**src/rtl/reset_seq_pkg.sv**
```systemverilog
// Shared definitions for the reset sequencer: state encoding, counter sizing
// and a saturating increment used by the status counters.
package reset_seq_pkg;

  // State encoding kept as plain constants so legacy netlists and probes
  // that match on raw codes keep working.
  typedef logic [2:0] state_t;

  localparam state_t ST_MMCM_RST  = 3'd0;
  localparam state_t ST_WAIT_LOCK = 3'd1;
  localparam state_t ST_STABLE    = 3'd2;
  localparam state_t ST_HOLD      = 3'd3;
  localparam state_t ST_RUN       = 3'd4;

  localparam int STATUS_W = 8;

  // Width of the shared cycle counter: one bit more than clog2 of the
  // longest interval, so the counter can hold the full timeout value.
  function automatic int cnt_width(input int unsigned a, input int unsigned b,
                                   input int unsigned c, input int unsigned d);
    int unsigned m;
    m = a;
    if (b > m) m = b;
    if (c > m) m = c;
    if (d > m) m = d;
    return $clog2(m) + 1;
  endfunction

  // Increment that sticks at all-ones instead of wrapping.
  function automatic logic [STATUS_W-1:0] sat_inc8(input logic [STATUS_W-1:0] v);
    return (v == {STATUS_W{1'b1}}) ? v : v + 1'b1;
  endfunction

endpackage

```
**src/rtl/sync_2ff.sv**
```systemverilog
// Two-flop synchronizer bringing an asynchronous level into the clk domain.
module sync_2ff (
  input  logic clk,
  input  logic srst,
  input  logic d,
  output logic q
);

  (* ASYNC_REG = "TRUE" *) logic meta_reg;
  (* ASYNC_REG = "TRUE" *) logic sync_reg;

  // Shift the asynchronous input through two back-to-back flops.
  always_ff @(posedge clk) begin
    if (srst) begin
      meta_reg <= 1'b0;
      sync_reg <= 1'b0;
    end else begin
      meta_reg <= d;
      sync_reg <= meta_reg;
    end
  end

  assign q = sync_reg;

endmodule

```
**src/rtl/reset_sequencer.sv**
```systemverilog
// MMCM bring-up sequencer: pulses the MMCM reset, waits for lock, requires the
// lock to stay stable, holds the core in reset a little longer, then releases
// it. Lock losses and lock timeouts are tallied in saturating counters.
module reset_sequencer
  import reset_seq_pkg::*;
#(
  parameter int unsigned MMCM_RST_CYCLES    = 4,
  parameter int unsigned TIMEOUT_CYCLES     = 1024,
  parameter int unsigned LOCK_STABLE_CYCLES = 256,
  parameter int unsigned HOLD_CYCLES        = 16
) (
  input  logic       CLK,
  input  logic       RESET,
  input  logic       LOCKED,
  output logic       MMCM_RESET,
  output logic       CORE_RESET,
  output logic       READY,
  output logic [7:0] LOSS_COUNT,
  output logic [7:0] RETRY_COUNT
);

  localparam int CW = cnt_width(MMCM_RST_CYCLES, TIMEOUT_CYCLES,
                                LOCK_STABLE_CYCLES, HOLD_CYCLES);

  // Terminal counter values. The timed states leave on their last counted
  // cycle; WAIT_LOCK gives up only once the counter has reached the full
  // timeout, i.e. one decision cycle after the timeout window has elapsed.
  localparam logic [CW-1:0] MRC_LAST  = CW'(MMCM_RST_CYCLES - 1);
  localparam logic [CW-1:0] TO_LAST   = CW'(TIMEOUT_CYCLES);
  localparam logic [CW-1:0] LSC_LAST  = CW'(LOCK_STABLE_CYCLES - 1);
  localparam logic [CW-1:0] HOLD_LAST = CW'(HOLD_CYCLES - 1);

  state_t        state_reg, state_next;
  logic [CW-1:0] cnt_reg, cnt_next;
  logic [7:0]    loss_reg, loss_next;
  logic [7:0]    retry_reg, retry_next;
  logic          lock_s;

  sync_2ff u_lock_sync (
    .clk  (CLK),
    .srst (RESET),
    .d    (LOCKED),
    .q    (lock_s)
  );

  // Next-state, shared-counter and status-counter logic; the counter is
  // cleared on every state change and parked at zero in RUN.
  always_comb begin
    state_next = state_reg;
    cnt_next   = cnt_reg + 1'b1;
    loss_next  = loss_reg;
    retry_next = retry_reg;
    case (state_reg)
      ST_MMCM_RST: begin
        if (cnt_reg == MRC_LAST) begin
          state_next = ST_WAIT_LOCK;
          cnt_next   = '0;
        end
      end
      ST_WAIT_LOCK: begin
        if (lock_s) begin
          state_next = ST_STABLE;
          cnt_next   = '0;
        end else if (cnt_reg == TO_LAST) begin
          state_next = ST_MMCM_RST;
          cnt_next   = '0;
          retry_next = sat_inc8(retry_reg);
        end
      end
      ST_STABLE: begin
        if (!lock_s) begin
          state_next = ST_WAIT_LOCK;
          cnt_next   = '0;
        end else if (cnt_reg == LSC_LAST) begin
          state_next = ST_HOLD;
          cnt_next   = '0;
        end
      end
      ST_HOLD: begin
        if (!lock_s) begin
          state_next = ST_WAIT_LOCK;
          cnt_next   = '0;
        end else if (cnt_reg == HOLD_LAST) begin
          state_next = ST_RUN;
          cnt_next   = '0;
        end
      end
      ST_RUN: begin
        cnt_next = '0;
        if (!lock_s) begin
          state_next = ST_MMCM_RST;
          loss_next  = sat_inc8(loss_reg);
        end
      end
      default: begin
        state_next = ST_MMCM_RST;
        cnt_next   = '0;
      end
    endcase
  end

  // State, counter and status registers; RESET overrides every update.
  always_ff @(posedge CLK) begin
    if (RESET) begin
      state_reg <= ST_MMCM_RST;
      cnt_reg   <= '0;
      loss_reg  <= '0;
      retry_reg <= '0;
    end else begin
      state_reg <= state_next;
      cnt_reg   <= cnt_next;
      loss_reg  <= loss_next;
      retry_reg <= retry_next;
    end
  end

  // Outputs decode straight from the state register; no path from LOCKED.
  assign MMCM_RESET  = (state_reg == ST_MMCM_RST);
  assign CORE_RESET  = (state_reg != ST_RUN);
  assign READY       = (state_reg == ST_RUN);
  assign LOSS_COUNT  = loss_reg;
  assign RETRY_COUNT = retry_reg;

endmodule

```
**config.mk**
```make
export PLATFORM = sky130hd
export DESIGN_NAME = reset_sequencer
export DESIGN_NICKNAME = d
export VERILOG_FILES = /design/src/rtl/reset_seq_pkg.sv /design/src/rtl/sync_2ff.sv /design/src/rtl/reset_sequencer.sv
export SDC_FILE = /design/constraint.sdc
export NUM_CORES = 1
export LEC_CHECK = 0
export ABC_AREA = 1
export CAP_MARGIN = 40
export CORE_ASPECT_RATIO = 1.5
export CORE_MARGIN = 1.5
export CORE_UTILIZATION = 35
export DETAILED_ROUTE_END_ITERATION = 7
export PLACE_DENSITY_LB_ADDON = 0.08
export SYNTH_ARGS = -nofsm -noshare
export SYNTH_HDL_FRONTEND = slang
export SYNTH_SLANG_ARGS = --single-unit
```
**constraint.sdc**
```tcl
create_clock -name CLK -period 2.5 [get_ports CLK]
set_input_delay 0.5 -clock CLK [delete_from_list [all_inputs] [get_ports CLK]]
set_output_delay 0.5 -clock CLK [all_outputs]
set_load 0.01 [all_outputs]
```
# Word-level counts from Yosys, hierarchy flattened
# Index checks and enable logic that the tools add are counted.
word_totals:
  reg_bits: 32
  inputBits: 3
  out_inout_bits: 19
  word_cells: 49
classes:
  addsub: 3
  n_eq_ne: 16
  n_mux: 17
  n_bitwise: 3
  reduce_logical: 4
ops:
  columns: ["operator", "count"]
  rows:
  - ["$mux 11", 7]
  - ["$pmux 11 s4", 1]
  - ["$mux 3", 8]
  - ["$add 8x1->8 const B", 2]
  - ["$eq 8x8->1 const B", 2]
  - ["$pmux 3 s5", 1]
  - ["$add 11x1->11 const B", 1]
  - ["$eq 11x11->1 const B", 1]
  - ["$eq 11x2->1 const B", 1]
  - ["$eq 11x4->1 const B", 1]
  - ["$eq 11x8->1 const B", 1]
  - ["$ne 3x3->1 const B", 3]
  - ["$eq 3x2->1 const B", 2]
  - ["$reduce_and 5->1", 1]
  - ["$reduce_and 4->1", 1]
  - ["$eq 3x1->1 const B", 1]
  - ["$eq 3x3->1 const B", 1]
  - ["$logic_not 3->1", 1]
  - ["$ne 3x2->1 const B", 1]
  - ["$not 1->1", 3]
  - ["$reduce_and 3->1", 1]
  - ["$ne 2x1->1 const B", 1]
  - ["$ne 2x2->1 const B", 1]

# Longest topological paths before layout
logic_depth:
  ltp_word: 4
  depth_mapped: 11
  depth_no_buf: 11

# Cells and area by module
# From an unflattened synthesis, not the netlist that was laid out.
hier_totals:
  cells_unflattened: 240
  hier_area_um2: 1874.3
modules_own_cells:
  columns: ["module", "n_inst", "cells_each", "area_per_inst_um2", "seq_area_each_um2"]
  rows:
  - ["reset_sequencer", 1, 234, 1819.2, 600.6]
  - ["sync_2ff", 1, 6, 55.1, 40.0]

# Worst setup path after synthesis
# Ideal clock, no wire load.
synth_path:
  path_type: "register to register"
  startpoint: "register retry_reg[0], in the netlist RETRY_COUNT[0]"
  endpoint: "register retry_reg[1], in the netlist RETRY_COUNT[1]"
  setup_time_ps: 116
  arrival_time_ps: 1376
  required_time_ps: 2384
  setup_slack_ps: 1009
  stages_incl_launch_ff: 9
  n_path_buf: 0
  period_less_slack_ps: 1491
  path_cell_list: "dfxtp_1 > ha_1 > inv_1 > nor3_1 > a21oi_2 > nand2_2 > inv_2 > o21ai_0 > nor2_1"
synth_via:
  elab_chain_len: 3
  elab_cells_between_ends: 4
  cone_classes: "add/sub: 1; eq/ne: 1; bitwise: 1; reduce/logical: 1"
synth_rtl:
  columns: ["element", "line", "source"]
  rows:
  - ["start: declaration", "reset_sequencer.sv:36", "logic [7:0] retry_reg, retry_next;"]
  - ["start signal: assignment", "reset_sequencer.sv:113", "retry_reg <= retry_next;"]
  - ["parallel branches: the longest is 3 deep, another holds $add 8x1->8", null, null]
# Parallel ways; which one is timed is not known.
# A chain may end at the register's enable or synchronous reset.

# Worst setup path in the final report
layout_path:
  startpoint: "register state_reg[2]"
  endpoint: "output port READY"
layout_via:
  elab_chain_len: 1
layout_rtl:
  columns: ["element", "line", "source"]
  rows:
  - ["start: declaration", "reset_sequencer.sv:33", "state_t state_reg, state_next;"]
  - ["start signal: assignment", "reset_sequencer.sv:110", "state_reg <= state_next;"]
  - ["$eq 3x3->1", "reset_sequencer.sv:120", "assign READY = (state_reg == ST_RUN);"]
  - ["end: declaration", "reset_sequencer.sv:17", "output logic READY,"]
# No other way between the ends.

==> impl_metrics.py <==
metrics = {
    "status": {
        "status": "completed",
    },
    "synthesis": {
        "synthCells": 256,
        "synth_top_area_share_pct": 35.5,
        "synth_simple_gate_area_share_pct": 36.9,
        "synth_top_family_by_area": "simple AND/OR/NAND/NOR gates",
        "synth-xor-area-share_pct": 6.79,
        "syn-num-nets": 263,
        "synthFlopType": "dfxtp_1",
        "ys_seq_elements": 32,
        "ys.warnings.count": 0,
        "synth.distinct_cells": 32,
        "synthesis.area_um2": 1810,
        "synth_common_cells": "49 x nand2_1, 39 x inv_1, 32 x dfxtp_1",
        "synth-compound-area-share_pct": 8.18,
        "synth_fa_ha_area_share_pct": 2.77,
        "synth.most_common_cell": "nand2_1",
        "synthMuxAreaShare_pct": 0,
        "synth.area.top_cells": "dfxtp_1 35%, nand2_1 10%, inv_1 8.1%",
        "synth_top_cell_by_area": "dfxtp_1",
        "async_flop_share_pct": 0,
        "syn_avg_cell_area_um2": 7.05,
        "synth-edff-count": 0,
        "ys_seq_area_share_pct": 35.5,
    },
    "setup_path": {
        "r2r_end": "cnt_reg[4]",
        "critical_path.top_delay_family": "buffers and inverters",
        "critPathMaxStageDelay_ps": 570,
        "ff2ff_setup_slack_ps": 780,
        "crit_start": "state_reg[2]",
        "critPathBufInv": 2,
        "critical_path_cell_count": 3,
        "critPathKind": "reg -> out",
        "required_ps": 2000,
        "crit_arrival_ps": 1530,
        "path_cells": "inv_2 > nor3_4 > clkdlybuf4s50_1",
        "critPathMaxFanout": 5,
        "reg2reg_depth": 10,
        "r2r-start": "cnt_reg[0]",
        "cp-endpoint": "READY",
        "critPathSlowestCell": "clkdlybuf4s50_1",
        "end_kind": "primary output",
        "startpoint_type": "flop",
    },
    "global_route": {
        "track_usage_pct": 16.0,
        "gr-total-overflow": 0,
        "grt_pass1_vias": 1544,
        "grt_antenna_before_repair": 0,
        "grt_max_degree": 13,
        "grt_pass1_wl_mm": 6.91,
    },
    "layout": {
        "largest_reg_flops": 11,
        "final_util_pct": 44.8,
        "nNetsFinal": 290,
        "antennaDiodeCount": 0,
        "stdcell_area_um2": 2190,
        "drive_gt1_share_pct": 12.3,
        "area_delta_synth_final_pct": 21.3,
    },
    "placed_design": {
        "hpwlAfterDp_mm": 3.08,
        "port_buffers": 21,
        "placed_cell_area_um2": 2090,
        "globalplace.congestion": 0.813,
    },
    "sta": {
        "setup_violations": 0,
        "period_needed_ps": 2030,
        "period_share_pct": 81.3,
        "hold_viol_final": 0,
        "fin_skew_ps": 4.53,
        "worst_pin_slew_ps": 474,
        "slew_headroom_pct": 68.2,
        "slew_violations": 0,
        "rsz0062_at_grt": "false",
        "max_freq_mhz": 492,
        "tns_ps": 0,
        "hold_slack_ps": 410,
    },
    "floorplanning": {
        "core_um2": 4890,
        "io_pins": 22,
        "die_w_um": 61.6,
        "die_h_um": 91.0,
        "start_util_pct": 36.9,
        "rows": 31,
        "dieArea_um2": 5610,
    },
    "clocking": {
        "htree_num_levels": 2,
        "cts.sinks": 32,
        "clockBufferDepth": 2,
        "tritoncts": "yes",
        "post_cts_buffers": 0,
        "ctsResizeCount": 0,
        "hold_buffers": 0,
        "cts_made_buffers": 5,
        "clk_pin_slew_worst_paths_ps": 70,
        "clockRootBuffer": "clkbuf_8",
        "clk_latency_ps": 290,
    },
    "detailed_routing": {
        "vias": 1618,
        "dr.first_iter.drc_count": 66,
        "viasPerCell": 4.62,
        "ant_nets": 0,
        "drt_pass1_iterations": 4,
        "avgRoutedWirePerCell_um": 11.4,
        "drc": 0,
        "detail_route.wirelength_mm": 4.00,
    },
    "power": {
        "p_leak_uw": 0.000900,
        "ir_drop_mv": 0.413,
        "powerDensity_nw_per_um2": 739,
    },
    "min_path": {
        "min_path_type": "reg -> reg",
    },
    "run": {
        "maxCapViolCount": 0,
    },
}
## cells in the final DEF (no fill, tap or decap)
cell type,count
ha_1,4
a21oi_2,1
nand3_1,16
inv_2,3
nand2_4,1
nand3_2,1
or2_2,1
inv_1,39
nor3_4,1
nor2_1,30
nand2_2,5
o21ai_2,2
o211ai_1,1
nand3b_1,2
nor2_8,1
nor2_4,1
nor2_2,6
nand4_1,6
nor3b_1,1
nor4_1,1
clkbuf_8,6
buf_4,2
clkdlybuf4s50_1,21
o21ai_0,11
xor2_1,11
o21bai_4,1
clkinvlp_4,2
nor3_2,1
nor3_1,14
a21oi_1,8
dfxtp_1,32
nand2_1,49
xnor2_1,3
## cell type report
cell class	count	area [um2]
Fill cell	554	2700
Multi-Input combinational cell	179	987
Sequential cell	32	641
Timing Repair Buffer	23	225
Inverter	42	158
Clock buffer	6	82.6
Tap cell	66	82.6
Clock inverter	2	15.0
## cell families (layout without fill, tap and decap cells)
family	after synthesis	in the layout
AND/OR/NAND/NOR	137	137
AO/OA/AOI/OAI	24	24
flip-flops	32	32
buffers and inverters	45	73
adder cells (fa/ha/maj)	4	4
XOR/XNOR	14	14
## worst min-delay path, delay by kind of cell (launching register included)
| kind | cells | cell delay [ps] |
|---|---|---|
| buffers and inverters | 1 | 40 |
| DFF | 1 | 300 |
| and+or+nand+nor | 1 | 30 |
## per-stage QoR
stage	worst slack (ps)	std cells	total power (uW)
2_1_floorplan	1010	256	1040
3_3_place_gp	753	342	1210
3_5_place_dp	758	342	1210
4_1_cts	455	350	1650
5_1_grt	385	350	1750
6_report	467	350	1620
## power breakdown
group	internal, uW	switching (uW)
registers	555	57.4
logic	235	335
clock network	223	214
## layer usage
metal,up-vias,part of all wire (%),GRT usage (%)
met5,-,0,0
met4,0,2.2,6.03
met3,10,2.8,3.56
met2,21,53,28.3
met1,723,42,17.6
li1,864,-,-
## how the worst min path moves through the flow
stage / slack (ps) / startpoint / cells past startpoint / end
6_report: 410 / u_lock_sync.meta_reg / 2 / u_lock_sync.q
5_1_grt: 430 / u_lock_sync.meta_reg / 2 / u_lock_sync.q
4_1_cts: 410 / u_lock_sync.meta_reg / 2 / u_lock_sync.q
3_5_place_dp: 400 / u_lock_sync.meta_reg / 2 / u_lock_sync.q
3_3_place_gp: 400 / u_lock_sync.meta_reg / 2 / u_lock_sync.q
2_1_floorplan: 390 / u_lock_sync.meta_reg / 2 / u_lock_sync.q
Power figures use the tool's default switching activity.
